**config.mk**
```make
export PLATFORM = sky130hd
export DESIGN_NAME = uart_tx_stream
export DESIGN_NICKNAME = d
export VERILOG_FILES = /design/src/rtl/uart_tx_stream.sv
export SDC_FILE = /design/constraint.sdc
export NUM_CORES = 1
export LEC_CHECK = 0
export CORE_UTILIZATION = 34
export CTS_BUF_LIST = sky130_fd_sc_hd__clkbuf_8
export DETAILED_ROUTE_END_ITERATION = 8
export HOLD_SLACK_MARGIN = 0.03
export PLACE_DENSITY = 0.53
export SYNTH_ARGS = -nofsm -noshare
export SYNTH_HDL_FRONTEND = slang
export SYNTH_SLANG_ARGS = --single-unit
```
**constraint.sdc**
```tcl
create_clock -name clk -period 5.8 [get_ports clk]
set_input_delay 1.16 -clock clk [delete_from_list [all_inputs] [get_ports clk]]
set_output_delay 1.16 -clock clk [all_outputs]
set_load 0.03 [all_outputs]
```
**src/rtl/uart_tx_stream.sv**
```systemverilog
`timescale 1ns/1ps
`default_nettype none
// ============================================================================
// Module   : uart_tx_stream
// Purpose  : Stream-fed UART transmitter. Bytes arrive over a valid/ready
//            handshake, are buffered in a small FIFO and serialised 8N1
//            (LSB first) on the tx line. It is the output-side counterpart of
//            the board's UART receiver and uses the same clock, baud and
//            oversample settings.
// Options  : UART_TX_PARITY_EN - when defined, a parity bit (even by default,
//            odd with PARITY_ODD=1) is inserted after the data bits.
// Ports    : clk        in   board clock
//            rst        in   asynchronous active-high reset
//            tx_data    in   [7:0] byte to send
//            tx_valid   in   tx_data valid
//            tx_ready   out  FIFO can accept (not full)
//            tx         out  serial line, idle high, registered
//            tx_busy    out  frame on the line or FIFO non-empty
//            fifo_count out  FIFO occupancy, 0..FIFO_DEPTH
// Revision : 1.0 - initial release
// ============================================================================
module uart_tx_stream #(
  parameter int CLOCK_RATE      = 10000000,
  parameter int BAUD_RATE       = 625000,
  parameter int OVERSAMPLE_RATE = 16,
  parameter int DIVISOR         = CLOCK_RATE / (BAUD_RATE * OVERSAMPLE_RATE),
  parameter int FIFO_DEPTH      = 4,
  parameter int STOP_BITS       = 1
`ifdef UART_TX_PARITY_EN
  ,
  parameter bit PARITY_ODD      = 1'b0
`endif
) (
  input  logic                          clk,
  input  logic                          rst,
  input  logic [7:0]                    tx_data,
  input  logic                          tx_valid,
  output logic                          tx_ready,
  output logic                          tx,
  output logic                          tx_busy,
  output logic [$clog2(FIFO_DEPTH):0]   fifo_count
);

  // --------------------------------------------------------------------------
  // Derived constants
  // --------------------------------------------------------------------------
  localparam int c_ptr_w = $clog2(FIFO_DEPTH);
  localparam int c_cnt_w = c_ptr_w + 1;
  localparam int c_div_w = (DIVISOR > 1) ? $clog2(DIVISOR) : 1;
  localparam int c_os_w  = (OVERSAMPLE_RATE > 1) ? $clog2(OVERSAMPLE_RATE) : 1;

  localparam logic [c_div_w-1:0] c_div_max   = c_div_w'(DIVISOR - 1);
  localparam logic [c_os_w-1:0]  c_os_max    = c_os_w'(OVERSAMPLE_RATE - 1);
  localparam logic [c_cnt_w-1:0] c_full      = c_cnt_w'(FIFO_DEPTH);
  localparam logic               c_stop_last = 1'(STOP_BITS - 1);

  // --------------------------------------------------------------------------
  // State encoding
  // --------------------------------------------------------------------------
  typedef enum logic [2:0] {
    S_IDLE   = 3'd0,
    S_START  = 3'd1,
    S_DATA   = 3'd2,
    S_STOP   = 3'd3
`ifdef UART_TX_PARITY_EN
    ,
    S_PARITY = 3'd4
`endif
  } state_t;

  // --------------------------------------------------------------------------
  // FIFO storage and bookkeeping
  // --------------------------------------------------------------------------
  logic [7:0]          r_mem [FIFO_DEPTH];
  logic [c_ptr_w-1:0]  r_wr_ptr;
  logic [c_ptr_w-1:0]  r_rd_ptr;
  logic [c_cnt_w-1:0]  r_count;

  logic                w_full;
  logic                w_empty;
  logic                w_push;
  logic                w_pop;

  // --------------------------------------------------------------------------
  // Transmit engine
  // --------------------------------------------------------------------------
  state_t              r_state;
  logic [c_div_w-1:0]  r_div;
  logic [c_os_w-1:0]   r_tick_cnt;
  logic [7:0]          r_shift;
  logic [2:0]          r_bit_idx;
  logic                r_stop_cnt;
  logic                r_tx;
`ifdef UART_TX_PARITY_EN
  logic                r_parity;
`endif

  logic                w_tick;
  logic                w_bit_end;
  logic                w_last_stop;

  assign w_full  = (r_count == c_full);
  assign w_empty = (r_count == '0);
  assign w_push  = tx_valid && !w_full;

  // The divider only runs while a frame is in progress, so the first tick of
  // every frame lands a full DIVISOR clocks after the pop.
  assign w_tick      = (r_state != S_IDLE) && (r_div == c_div_max);
  assign w_bit_end   = w_tick && (r_tick_cnt == c_os_max);
  assign w_last_stop = (r_state == S_STOP) && w_bit_end && (r_stop_cnt == c_stop_last);

  // A byte leaves the FIFO either from IDLE or at the very end of the last
  // stop bit, which lets consecutive frames run without an idle gap.
  assign w_pop = !w_empty && ((r_state == S_IDLE) || w_last_stop);

  // --------------------------------------------------------------------------
  // FIFO memory (no reset needed: contents are only read when counted valid)
  // --------------------------------------------------------------------------
  always_ff @(posedge clk) begin
    if (w_push) begin
      r_mem[r_wr_ptr] <= tx_data;
    end
  end

  // --------------------------------------------------------------------------
  // FIFO pointers and occupancy
  // --------------------------------------------------------------------------
  always_ff @(posedge clk or posedge rst) begin
    if (rst) begin
      r_wr_ptr <= '0;
      r_rd_ptr <= '0;
      r_count  <= '0;
    end else begin
      // Depth is a power of two, so natural pointer overflow is the wrap.
      if (w_push) begin
        r_wr_ptr <= r_wr_ptr + c_ptr_w'(1);
      end
      if (w_pop) begin
        r_rd_ptr <= r_rd_ptr + c_ptr_w'(1);
      end
      case ({w_push, w_pop})
        2'b10:   r_count <= r_count + c_cnt_w'(1);
        2'b01:   r_count <= r_count - c_cnt_w'(1);
        default: r_count <= r_count;
      endcase
    end
  end

  // --------------------------------------------------------------------------
  // Baud divider and oversample tick counter
  // --------------------------------------------------------------------------
  always_ff @(posedge clk or posedge rst) begin
    if (rst) begin
      r_div      <= '0;
      r_tick_cnt <= '0;
    end else if (w_pop || (r_state == S_IDLE)) begin
      // Restart timing at every frame start; hold at zero while idle.
      r_div      <= '0;
      r_tick_cnt <= '0;
    end else begin
      if (w_tick) begin
        r_div <= '0;
        if (r_tick_cnt == c_os_max) begin
          r_tick_cnt <= '0;
        end else begin
          r_tick_cnt <= r_tick_cnt + c_os_w'(1);
        end
      end else begin
        r_div <= r_div + c_div_w'(1);
      end
    end
  end

  // --------------------------------------------------------------------------
  // Frame state machine with registered line output
  // --------------------------------------------------------------------------
  always_ff @(posedge clk or posedge rst) begin
    if (rst) begin
      r_state    <= S_IDLE;
      r_tx       <= 1'b1;
      r_shift    <= '0;
      r_bit_idx  <= '0;
      r_stop_cnt <= 1'b0;
`ifdef UART_TX_PARITY_EN
      r_parity   <= 1'b0;
`endif
    end else begin
      case (r_state)
        S_IDLE: begin
          r_tx <= 1'b1;
          if (w_pop) begin
            r_shift <= r_mem[r_rd_ptr];
`ifdef UART_TX_PARITY_EN
            r_parity <= (^r_mem[r_rd_ptr]) ^ PARITY_ODD;
`endif
            r_state <= S_START;
            r_tx    <= 1'b0;
          end
        end

        S_START: begin
          if (w_bit_end) begin
            r_state   <= S_DATA;
            r_bit_idx <= '0;
            r_tx      <= r_shift[0];
          end
        end

        S_DATA: begin
          if (w_bit_end) begin
            if (r_bit_idx == 3'd7) begin
`ifdef UART_TX_PARITY_EN
              r_state <= S_PARITY;
              r_tx    <= r_parity;
`else
              r_state    <= S_STOP;
              r_tx       <= 1'b1;
              r_stop_cnt <= 1'b0;
`endif
            end else begin
              // Present the next bit directly so tx stays registered.
              r_shift   <= r_shift >> 1;
              r_tx      <= r_shift[1];
              r_bit_idx <= r_bit_idx + 3'd1;
            end
          end
        end

`ifdef UART_TX_PARITY_EN
        S_PARITY: begin
          if (w_bit_end) begin
            r_state    <= S_STOP;
            r_tx       <= 1'b1;
            r_stop_cnt <= 1'b0;
          end
        end
`endif

        S_STOP: begin
          if (w_bit_end) begin
            if (r_stop_cnt == c_stop_last) begin
              if (w_pop) begin
                r_shift <= r_mem[r_rd_ptr];
`ifdef UART_TX_PARITY_EN
                r_parity <= (^r_mem[r_rd_ptr]) ^ PARITY_ODD;
`endif
                r_state <= S_START;
                r_tx    <= 1'b0;
              end else begin
                r_state <= S_IDLE;
                r_tx    <= 1'b1;
              end
            end else begin
              r_stop_cnt <= r_stop_cnt + 1'b1;
            end
          end
        end

        default: begin
          r_state <= S_IDLE;
          r_tx    <= 1'b1;
        end
      endcase
    end
  end

  // --------------------------------------------------------------------------
  // Outputs
  // --------------------------------------------------------------------------
  assign tx         = r_tx;
  assign tx_ready   = !w_full;
  assign tx_busy    = (r_state != S_IDLE) || !w_empty;
  assign fifo_count = r_count;

endmodule
`default_nettype wire

```
==> results by group, run 1 <==
Run status
  • Outcome: complete, no violations

Timing
  • Slew headroom: between 30 and 40%
  • Final setup violation count: 0
  • Final worst clock skew: ~11 ps
  • Fmax: 324.2 MHz
  • Final hold violation count: 0
  • Setup TNS: 0 ps
  • Hold Slack: 507.8 ps
  • Final period util: 53.19%
  • RSZ-0062 raised after global routing: false
  • Clock period minus worst slack: 3085 ps
  • Slew @ Worst Pin: 1014 ps
  • Slew Limit Fails: 0

Min path
  • Worst hold start: r_shift[2]$_DFFE_PP0P_
  • HP Class: flop to flop
  • Worst hold path stage count: 1
  • Worst hold endpoint: r_shift[2]$_DFFE_PP0P_

Flow run
  • Max-cap violation count: 0

Logic synthesis
  • Cells after Synth: 183
  • Fraction of registers with async set/reset: 44.83%
  • Mapped Area: 2731 µm²
  • Register area share after synthesis: 59.05%
  • Area contributors post-synth: edfxtp_1 35%, dfrtp_1 23%, mux4_2 6.6%
  • Most area-hungry cell type in the Yosys netlist: edfxtp_1
  • Top FF cell, synth: edfxtp_1
  • Register bit total from synthesis: 58
  • Share of the synthesized area in the top cell type: 35.18%
  • Count leader, synth: edfxtp_1
  • Avg Cell Area, Syn: 14.93 µm²
  • Post-synth cell types: 43
  • Synth warnings: 0
  • Net Count, Synth: 207
  • Post-synth EDFFs: 32
  • Commonest cells in the netlist: 32 x edfxtp_1, 25 x dfrtp_1, 12 x ha_1, 12 x inv_1, 10 x nor2_1

CTS
  • CTS root buffer: clkbuf_8
  • Worst skew pair latency: 330 ps
  • CTS Buf Count: 9
  • H-tree Lvls: 3
  • Postcts setup bufs: 0
  • CTS tree: done
  • Clock buffer depth: 2
  • Clock sinks: 58
  • CTS hold repair buffers: 0
  • Worst-path clk slew: 60 ps
  • Post-CTS sizing: 0

Floorplan
  • Die ar.: 8396 µm²
  • Ports: 17
  • Initial Util: between 30% and 40%
  • Die Y: around 92 µm
  • Rows: 32
  • Core area: roughly 8000 µm²
  • Die X: 91.63 µm

Cells and area
  • Non-filler cells, final: between 300 and 400
  • Ratio of cells with drive above 1 in the final layout: 21.63%
  • Design Area, Final: between 3000 and 4000 µm²
  • Layout Nets: 227
  • Area grow syn2layout: 16.86%
  • Final core occ: between 40% and 50%
  • Antenna cell count: 0

Critical path
  • Reg2reg setup slack: 2860 ps
  • Crit end category: output port
  • FF-to-FF path depth: 10
  • Crit path max fanout: 12
  • CP Class: flop to output port
  • Startpoint class of the critical path: flop
  • R2R Path Start: r_state[0]$_DFFE_PP0P_
  • CP Data Required Time: 4640 ps
  • FF-to-FF End: fifo_count[2]$_DFFE_PP0P_
  • WP data arrival: 1920 ps

Drt
  • Final wirelength: 4.560 mm
  • Number of vias per cell: roughly 4.8
  • Iteration-0 DRC Markers: 64
  • Vias: 1480
  • Residual DRC: 0
  • Drt first pass iters: 4
  • Average routed wire per standard cell: 14.71 µm
  • Antenna-violating nets left: 0

Pwr
  • Pleak: between 1 and 1.5 nW
  • Power Dens Cells: between 500 and 600 nW/µm²
  • Max VDD drop: 0.2066 mV

Placement
  • Port Buf Inserts: 16
  • Placed cell area: 2972 µm²
  • Global placement routability congestion: 0.6867
  • HPWL after detailed placement: about 3.1 mm
  • Placed insts: 294

GRT
  • GRT Residual Overflow: 0
  • GRT Total Usage: 12.39%
  • Number of global-route vias before repair: 1509
  • Largest net degree at the start of global routing: 27
  • First-pass GRT wire length: 7.693 mm
  • Initial antenna violation count: 0
kinds of logic after synthesis:
kind of cell,after synthesis,synth area share [%]
flip-flops,58,59.05
AND/OR/NAND/NOR,32,6.505
AO/OA/AOI/OAI,27,7.559
multiplexers,26,14.89
buffers and inverters,19,3.390
adder cells (fa/ha/maj),13,6.230
XOR/XNOR,7,2.245
other,1,0.1373
critical path, cell delays in order (launching register included):
cell             delay (ps)
dfrtp_1                 410
inv_1                    90
ha_1                    410
nand2_1                  80
clkdlybuf4s50_1         600
worst max path at each step:
stage / end / from / slack, ps
finish: tx_busy / r_state[0]$_DFFE_PP0P_ / 2720
floorplan: fifo_count[2]$_DFFE_PP0P_ / tx_valid / 3390
CTS: tx_busy / r_state[0]$_DFFE_PP0P_ / 2690
detailed placement: fifo_count[2]$_DFFE_PP0P_ / tx_valid / 2800
global route: tx_busy / r_state[1]$_DFFE_PP0P_ / 2560
global placement: fifo_count[2]$_DFFE_PP0P_ / tx_valid / 2870
through the flow:
stage               total power, mW  worst slack, ps
detailed placement            1.314             2803
finish                        1.701             2715
CTS                           1.730             2687
floorplan                     1.165             3389
global route                  1.827             2560
global placement              1.308             2869
power breakdown:
part	leakage, nW	internal, mW	switching (mW)
combinational	0.520	0.321	0.305
sequential	0.609	0.568	0.0974
clock	0.117	0.251	0.159
cell type report:
class,count,area (µm²)
Inverter,12,45.04
Timing Repair Buffer,16,160.2
Clock inverter,6,82.58
Multi-Input combinational cell,106,1026
Clock buffer,10,137.6
Sequential cell,58,1613
Fill cell,751,4576
Tap cell,102,127.6
routing by layer:
metal / track usage (%) / up-vias / routed length (µm)
li1: - / 721 / -
met1: 14.79 / 730 / 2077
met2: 20.24 / 23 / 2278
met3: 4.478 / 6 / 130
met4: 5.159 / 0 / 73
met5: 0 / - / 0
sequential cells by signal, summed over array words and instances, names as in the netlist, 2 cells and up:
signal and flops:
fifo_count 3, r_wr_ptr 2, r_bit_idx 3, r_shift 8
r_state 2, r_rd_ptr 2, r_mem 32, r_tick_cnt 4
cells in the final DEF (no fill, tap or decap), types with 2 or more instances in the layout:
| cell type | instances |
|---|---|
| dfrtp_1 | 25 |
| a21oi_1 | 8 |
| clkbuf_8 | 10 |
| o21ai_0 | 3 |
| xor2_1 | 3 |
| clkdlybuf4s50_1 | 16 |
| nor2_1 | 10 |
| a311oi_1 | 2 |
| nand3_1 | 2 |
| mux2_4 | 7 |
| edfxtp_1 | 32 |
| a22o_1 | 5 |
| and3_1 | 4 |
| mux4_2 | 8 |
| mux2_2 | 9 |
| mux2i_1 | 2 |
| inv_1 | 13 |
| ha_1 | 12 |
| or3_1 | 2 |
| o32a_1 | 2 |
| bufinv_16 | 2 |
| clkinv_2 | 2 |
| xnor2_1 | 4 |
| nand2_1 | 4 |
| nor3_1 | 3 |
No activity file was read; power rests on OpenSTA's default activity.
==> inputs of run 2 (changes only) <==
==> constraint.sdc (replaced) <==
create_clock -name clk -period 3.09 [get_ports clk]
set_input_delay 0.618 -clock clk [delete_from_list [all_inputs] [get_ports clk]]
set_output_delay 0.618 -clock clk [all_outputs]
set_load 0.03 [all_outputs]
==> run 2 against run 1 <==
Setup slack lost 2200 ps. Count of clock-buffer cells in the layout shrank 1. Final area shrank 0.35%. Largest power group unchanged. Flip-flop and latch count is the same. Combinational power grew 90%.
==> results by group, run 2 (synthesis results as in run 1) <==
Timing
  • Slew headroom: 49.30%
  • Setup TNS: 0 ps
  • Final worst clock skew: a little over 10 ps
  • Slew @ Worst Pin: 760.6 ps
  • Slew Limit Fails: 0
  • RSZ-0062 raised after global routing: false
  • Fmax: roughly 380 MHz
  • Clock period minus worst slack: 2608 ps
  • Final setup violation count: 0
  • Hold Slack: 512.6 ps
  • Final period util: between 80% and 90%
  • Final hold violation count: 0

Critical path
  • Reg2reg setup slack: between 400 and 500 ps
  • WP data arrival: 2870 ps
  • Crit end category: flop
  • CP Class: flop to flop
  • Crit path max fanout: 12
  • FF-to-FF End: fifo_count[2]$_DFFE_PP0P_
  • FF-to-FF path depth: 10
  • Startpoint class of the critical path: flop
  • R2R Path Start: r_state[0]$_DFFE_PP0P_
  • CP Data Required Time: 3350 ps

Drt
  • Number of vias per cell: 4.840
  • Final wirelength: 4.707 mm
  • Drt first pass iters: 4
  • Average routed wire per standard cell: 15.09 µm
  • Vias: ~1500
  • Residual DRC: 0
  • Antenna-violating nets left: 0
  • Iteration-0 DRC Markers: 47

GRT
  • Initial antenna violation count: 0
  • GRT Residual Overflow: 0
  • First-pass GRT wire length: 7.914 mm
  • Number of global-route vias before repair: 1559
  • Largest net degree at the start of global routing: 27
  • GRT Total Usage: 12.85%

Floorplan
  • Ports: 17
  • Die Y: just over 90 µm
  • Initial Util: 35.16%
  • Rows: 32
  • Die X: 91.63 µm
  • Core area: 7767 µm²
  • Die ar.: 8396 µm²

CTS
  • Worst-path clk slew: 70 ps
  • Worst skew pair latency: 340 ps
  • CTS tree: done
  • Postcts setup bufs: 0
  • CTS Buf Count: 9
  • CTS root buffer: clkbuf_8
  • CTS hold repair buffers: 0
  • H-tree Lvls: 3
  • Post-CTS sizing: 0
  • Clock buffer depth: 2
  • Clock sinks: 58

Cells and area
  • Most frequent cells in the layout: 32 x edfxtp_1, 25 x dfrtp_1, 16 x clkdlybuf4s50_1
  • Max FFs per register: 32
  • Fillers: 750
  • Antenna cell count: 0
  • Storage element area: 1613 µm²
  • Ratio of cells with drive above 1 in the final layout: 22.38%
  • Area grow syn2layout: 16.45%
  • Reg with most FFs: r_mem
  • Commonest non-fill, non-tap cell in the layout: edfxtp_1
  • Layout Nets: 229
  • Multi-input logic area: 1026 µm²
  • Largest regs: r_mem x32, r_shift x8, r_tick_cnt x4

Min path
  • HP Class: flop to flop
  • Worst hold path stage count: 1
  • Worst hold endpoint: r_shift[5]$_DFFE_PP0P_
  • Worst hold start: r_shift[5]$_DFFE_PP0P_

Pwr
  • Power Dens Cells: 981.1 nW/µm²
  • Max VDD drop: approximately 0.44 mV
  • Pleak: 1.228 nW

Run status
  • Outcome: complete, no violations

Placement
  • Global placement routability congestion: 0.7266
  • HPWL after detailed placement: 3.162 mm
  • Port Buf Inserts: 16

Flow run
  • Max-cap violation count: 0
## run 2: changes by cell type in the layout (fill, tap and decap cells not counted)
cell        change
bufinv_16       -1
inv_1           -1
clkbuf_8        -1
clkinv_1        +1
clkinvlp_4      +3
clkinv_2        -1
buf_4           +2
## run 2: power by group
| part | internal, mW | switching [mW] | total (mW) |
|---|---|---|---|
| Clock | 0.369 | 0.312 | 0.680 |
| Combinational | 0.611 | 0.577 | 1.19 |
| Sequential | 1.07 | 0.185 | 1.25 |
## run 2: worst max path at each step
| stage | to | cells after the start | startpoint | slack (ps) |
|---|---|---|---|---|
| 6_report | fifo_count[2]$_DFFE_PP0P_ | 10 | r_state[0]$_DFFE_PP0P_ | 480 |
| 5_1_grt | fifo_count[2]$_DFFE_PP0P_ | 10 | r_state[0]$_DFFE_PP0P_ | 260 |
| 4_1_cts | fifo_count[2]$_DFFE_PP0P_ | 10 | r_state[0]$_DFFE_PP0P_ | 490 |
| 3_5_place_dp | fifo_count[2]$_DFFE_PP0P_ | 10 | r_state[0]$_DFFE_PP0P_ | 490 |
| 3_3_place_gp | fifo_count[2]$_DFFE_PP0P_ | 10 | r_state[0]$_DFFE_PP0P_ | 580 |
| 2_1_floorplan | fifo_count[2]$_DFFE_PP0P_ | 11 | r_state[0]$_DFFE_PP0P_ | 680 |
## run 2: critical path, cell delays in order, from the launching register on
cell      delay, ps
dfrtp_1         420
inv_1            90
ha_1            400
inv_1           180
a211oi_1        360
ha_1            250
inv_1            60
fa_1            370
xor2_1          150
nor2_1          110
xor2_1          140
## run 2: final cells by class
cell class	instances	share of cell area, %
flip-flops and latches	58	50.71
multi-input cells	106	32.26
repair buffers	18	5.507
well taps	102	4.013
clock buffers	9	3.895
clock inverters	7	2.203
inverters	12	1.416
## run 2: per-stage QoR
step	worst slack, ps	utilization, %	instance area, µm²	power [mW]	cells
3_3_place_gp	578.2	38.45	2987	2.468	296
4_1_cts	489.6	40.95	3181	3.170	312
3_5_place_dp	486.2	38.45	2987	2.474	296
6_report	482.0	40.95	3181	3.121	312
5_1_grt	264.0	40.95	3181	3.350	312
2_1_floorplan	684.8	-	2731	2.187	183
## run 2: metal layers
layer | part of all wire (%) | GRT usage, % | vias to the layer above
li1 | - | - | 728
met1 | 48 | 15.91 | 757
met2 | 47 | 20.11 | 20
met3 | 2.6 | 4.312 | 5
met4 | 1.6 | 6.349 | 0
met5 | 0 | 0 | -
==> inputs of run 3 (changes only) <==
==> constraint.sdc (replaced) <==
create_clock -name clk -period 2.7 [get_ports clk]
set_input_delay 0.54 -clock clk [delete_from_list [all_inputs] [get_ports clk]]
set_output_delay 0.54 -clock clk [all_outputs]
set_load 0.03 [all_outputs]
==> run 3 against run 2 <==
Die area unchanged. Critical path depth fell by 5. Flip-flop and latch count is the same. Non-clock buffer count up 2. Sequential share of layout area fell by 0.32 points. Setup slack got worse by 260 ps. Combinational power rose by 16%. Register-to-register slack got worse by 100 ps.
==> results by group, run 3 (synthesis results as in run 1) <==
Run status
  • Outcome: complete, no violations

Drt
  • Residual DRC: 0
  • Routed met3 length: 141 µm
  • Final wirelength: between 4 and 5 mm
  • Number of vias per cell: about 4.7
  • Average routed wire per standard cell: 14.16 µm
  • Iteration-0 DRC Markers: 42
  • Top sig layer: met4
  • Drt first pass iters: 4
  • Vias: ~1500
  • Wire length on met2: 2.074 mm
  • Length of routed wiring on met1: 2.154 mm
  • Antenna-violating nets left: 0

Critical path
  • Reg2reg setup slack: 380 ps
  • Slowest-stage cell, CP: clkdlybuf4s50_1
  • Crit path max fanout: 10
  • Startpoint class of the critical path: flop
  • CP Data Required Time: around 2200 ps
  • Worst stage delay on the critical path: 660 ps
  • CP Class: flop to output port
  • WP data arrival: 1940 ps
  • Critical path cell sequence: inv_1, ha_1, buf_4, nand2_1, clkdlybuf4s50_1
  • Crit end category: output port

GRT
  • GRT Total Usage: 12.11%
  • Initial antenna violation count: 0
  • Largest net degree at the start of global routing: 27
  • GRT Residual Overflow: 0
  • Number of global-route vias before repair: ~1500
  • First-pass GRT wire length: 7.527 mm

Cells and area
  • Most frequent cells in the layout: 32 x edfxtp_1, 25 x dfrtp_1, 16 x clkdlybuf4s50_1
  • Commonest non-fill, non-tap cell in the layout: edfxtp_1
  • Ratio of cells with drive above 1 in the final layout: between 20% and 30%
  • Largest regs: r_mem x32, r_shift x8, r_tick_cnt x4
  • Storage element area: 1613 µm²
  • Multi-input logic area: 1031 µm²
  • Layout Nets: 231
  • Reg with most FFs: r_mem
  • Final core occ: 41.20%
  • Fillers: 736
  • Area grow syn2layout: 17.18%
  • Antenna cell count: 0
  • Non-filler cells, final: 314
  • Max FFs per register: 32
  • Design Area, Final: 3201 µm²

Floorplan
  • Initial Util: a little over a third
  • Rows: 32
  • Core area: 7767 µm²
  • Die Y: ~92 µm
  • Die X: 91.63 µm
  • Die ar.: 8396 µm²
  • Ports: 17

Timing
  • PnR worst setup slack: 223.6 ps
  • Slew headroom: about three fifths
  • Slew Limit Fails: 0
  • Final setup violation count: 0
  • Final hold violation count: 0
  • RSZ-0062 raised after global routing: false
  • Slew @ Worst Pin: 570.6 ps
  • Setup TNS: 0 ps
  • Final period util: 91.72%
  • Fmax: approximately 400 MHz
  • Final worst clock skew: 7.654 ps
  • Hold Slack: between 500 and 600 ps
  • Clock period minus worst slack: 2476 ps

CTS
  • Clock buffer depth: 2
  • CTS tree: done
  • CTS hold repair buffers: 0
  • Worst skew pair latency: approximately 330 ps
  • CTS root buffer: clkbuf_8
  • H-tree Lvls: 3
  • Worst-path clk slew: 70 ps
  • Clock sinks: 58
  • CTS Buf Count: 9

Placement
  • Placed insts: 298
  • Global placement routability congestion: approximately 0.7
  • DP Worst Slack: 284.3 ps
  • Placed cell area: 3002 µm²
  • Port Buf Inserts: 16
  • HPWL after detailed placement: 2.983 mm

Pwr
  • Sw Ratio: 34.14%
  • Max VDD drop: approximately 0.40 mV
  • Clock share of power: 21.6%
  • Power Dens Cells: 1118 nW/µm²
  • Pleak: 1.239 nW
  • Psw: 1.222 mW
  • Combinational power share: 38.5%
  • Sequential power share: 40.0%
  • P_int: roughly 2.4 mW
  • Power Total: 3.579 mW

Min path
  • HP Class: flop to flop

Flow run
  • Max-cap violation count: 0
-- run 3: changes by cell type in the layout (fill, tap and decap cells not counted) --
cell      delta
a211oi_1     -1
a211oi_2     +1
buf_4        +2
-- run 3: worst paths after layout --
| kind | cells after the start | to | startpoint |
|---|---|---|---|
| worst max-delay path | 5 | tx_busy | r_state[0]$_DFFE_PP0P_ |
| worst min-delay path | 1 | r_shift[4]$_DFFE_PP0P_ | r_shift[4]$_DFFE_PP0P_ |
| worst max register to register | 9 | fifo_count[2]$_DFFE_PP0P_ | r_tick_cnt[0]$_DFFE_PP0P_ |
| worst min register to register | 1 | r_shift[4]$_DFFE_PP0P_ | r_shift[4]$_DFFE_PP0P_ |
| max in group asynchronous | 3 | tx$_DFFE_PP1P_ | rst |
| min in group asynchronous | 3 | fifo_count[2]$_DFFE_PP0P_ | rst |
-- run 3: layout make-up --
type                    instances  share of cell area, %
flip-flops and latches         58                  50.39
multi-input cells             106                  32.21
repair buffers                 20                  5.942
well taps                     102                  3.987
clock buffers                   9                  3.870
clock inverters                 7                  2.189
inverters                      12                  1.407
-- run 3: worst max-delay path, delay by kind of cell, from the launching register on --
| family | cells | cell delay, ps |
|---|---|---|
| buf+inv | 3 | 920 |
| simple gates | 1 | 60 |
| flops | 1 | 400 |
| fa+ha+maj | 1 | 230 |
-- run 3: power groups by stage --
stage	sequential (mW)	combinational, mW	clock, mW
finish	1.43	1.38	0.772
CTS	1.44	1.39	0.807
global placement	1.45	1.38	0
detailed placement	1.45	1.39	0
floorplan	1.41	1.09	0
global route	1.48	1.52	0.849
-- run 3: what timing repair did --
action                     4_1_cts  5_1_grt
resized for setup                0        1
setup endpoints to repair        0        1
buffers inserted                 0        0
-- run 3: metal layers --
layer,global-route usage [%],vias up
li1,-,730
met3,4.312,6
met1,15.35,735
met5,0,-
met2,17.98,16
met4,6.746,0
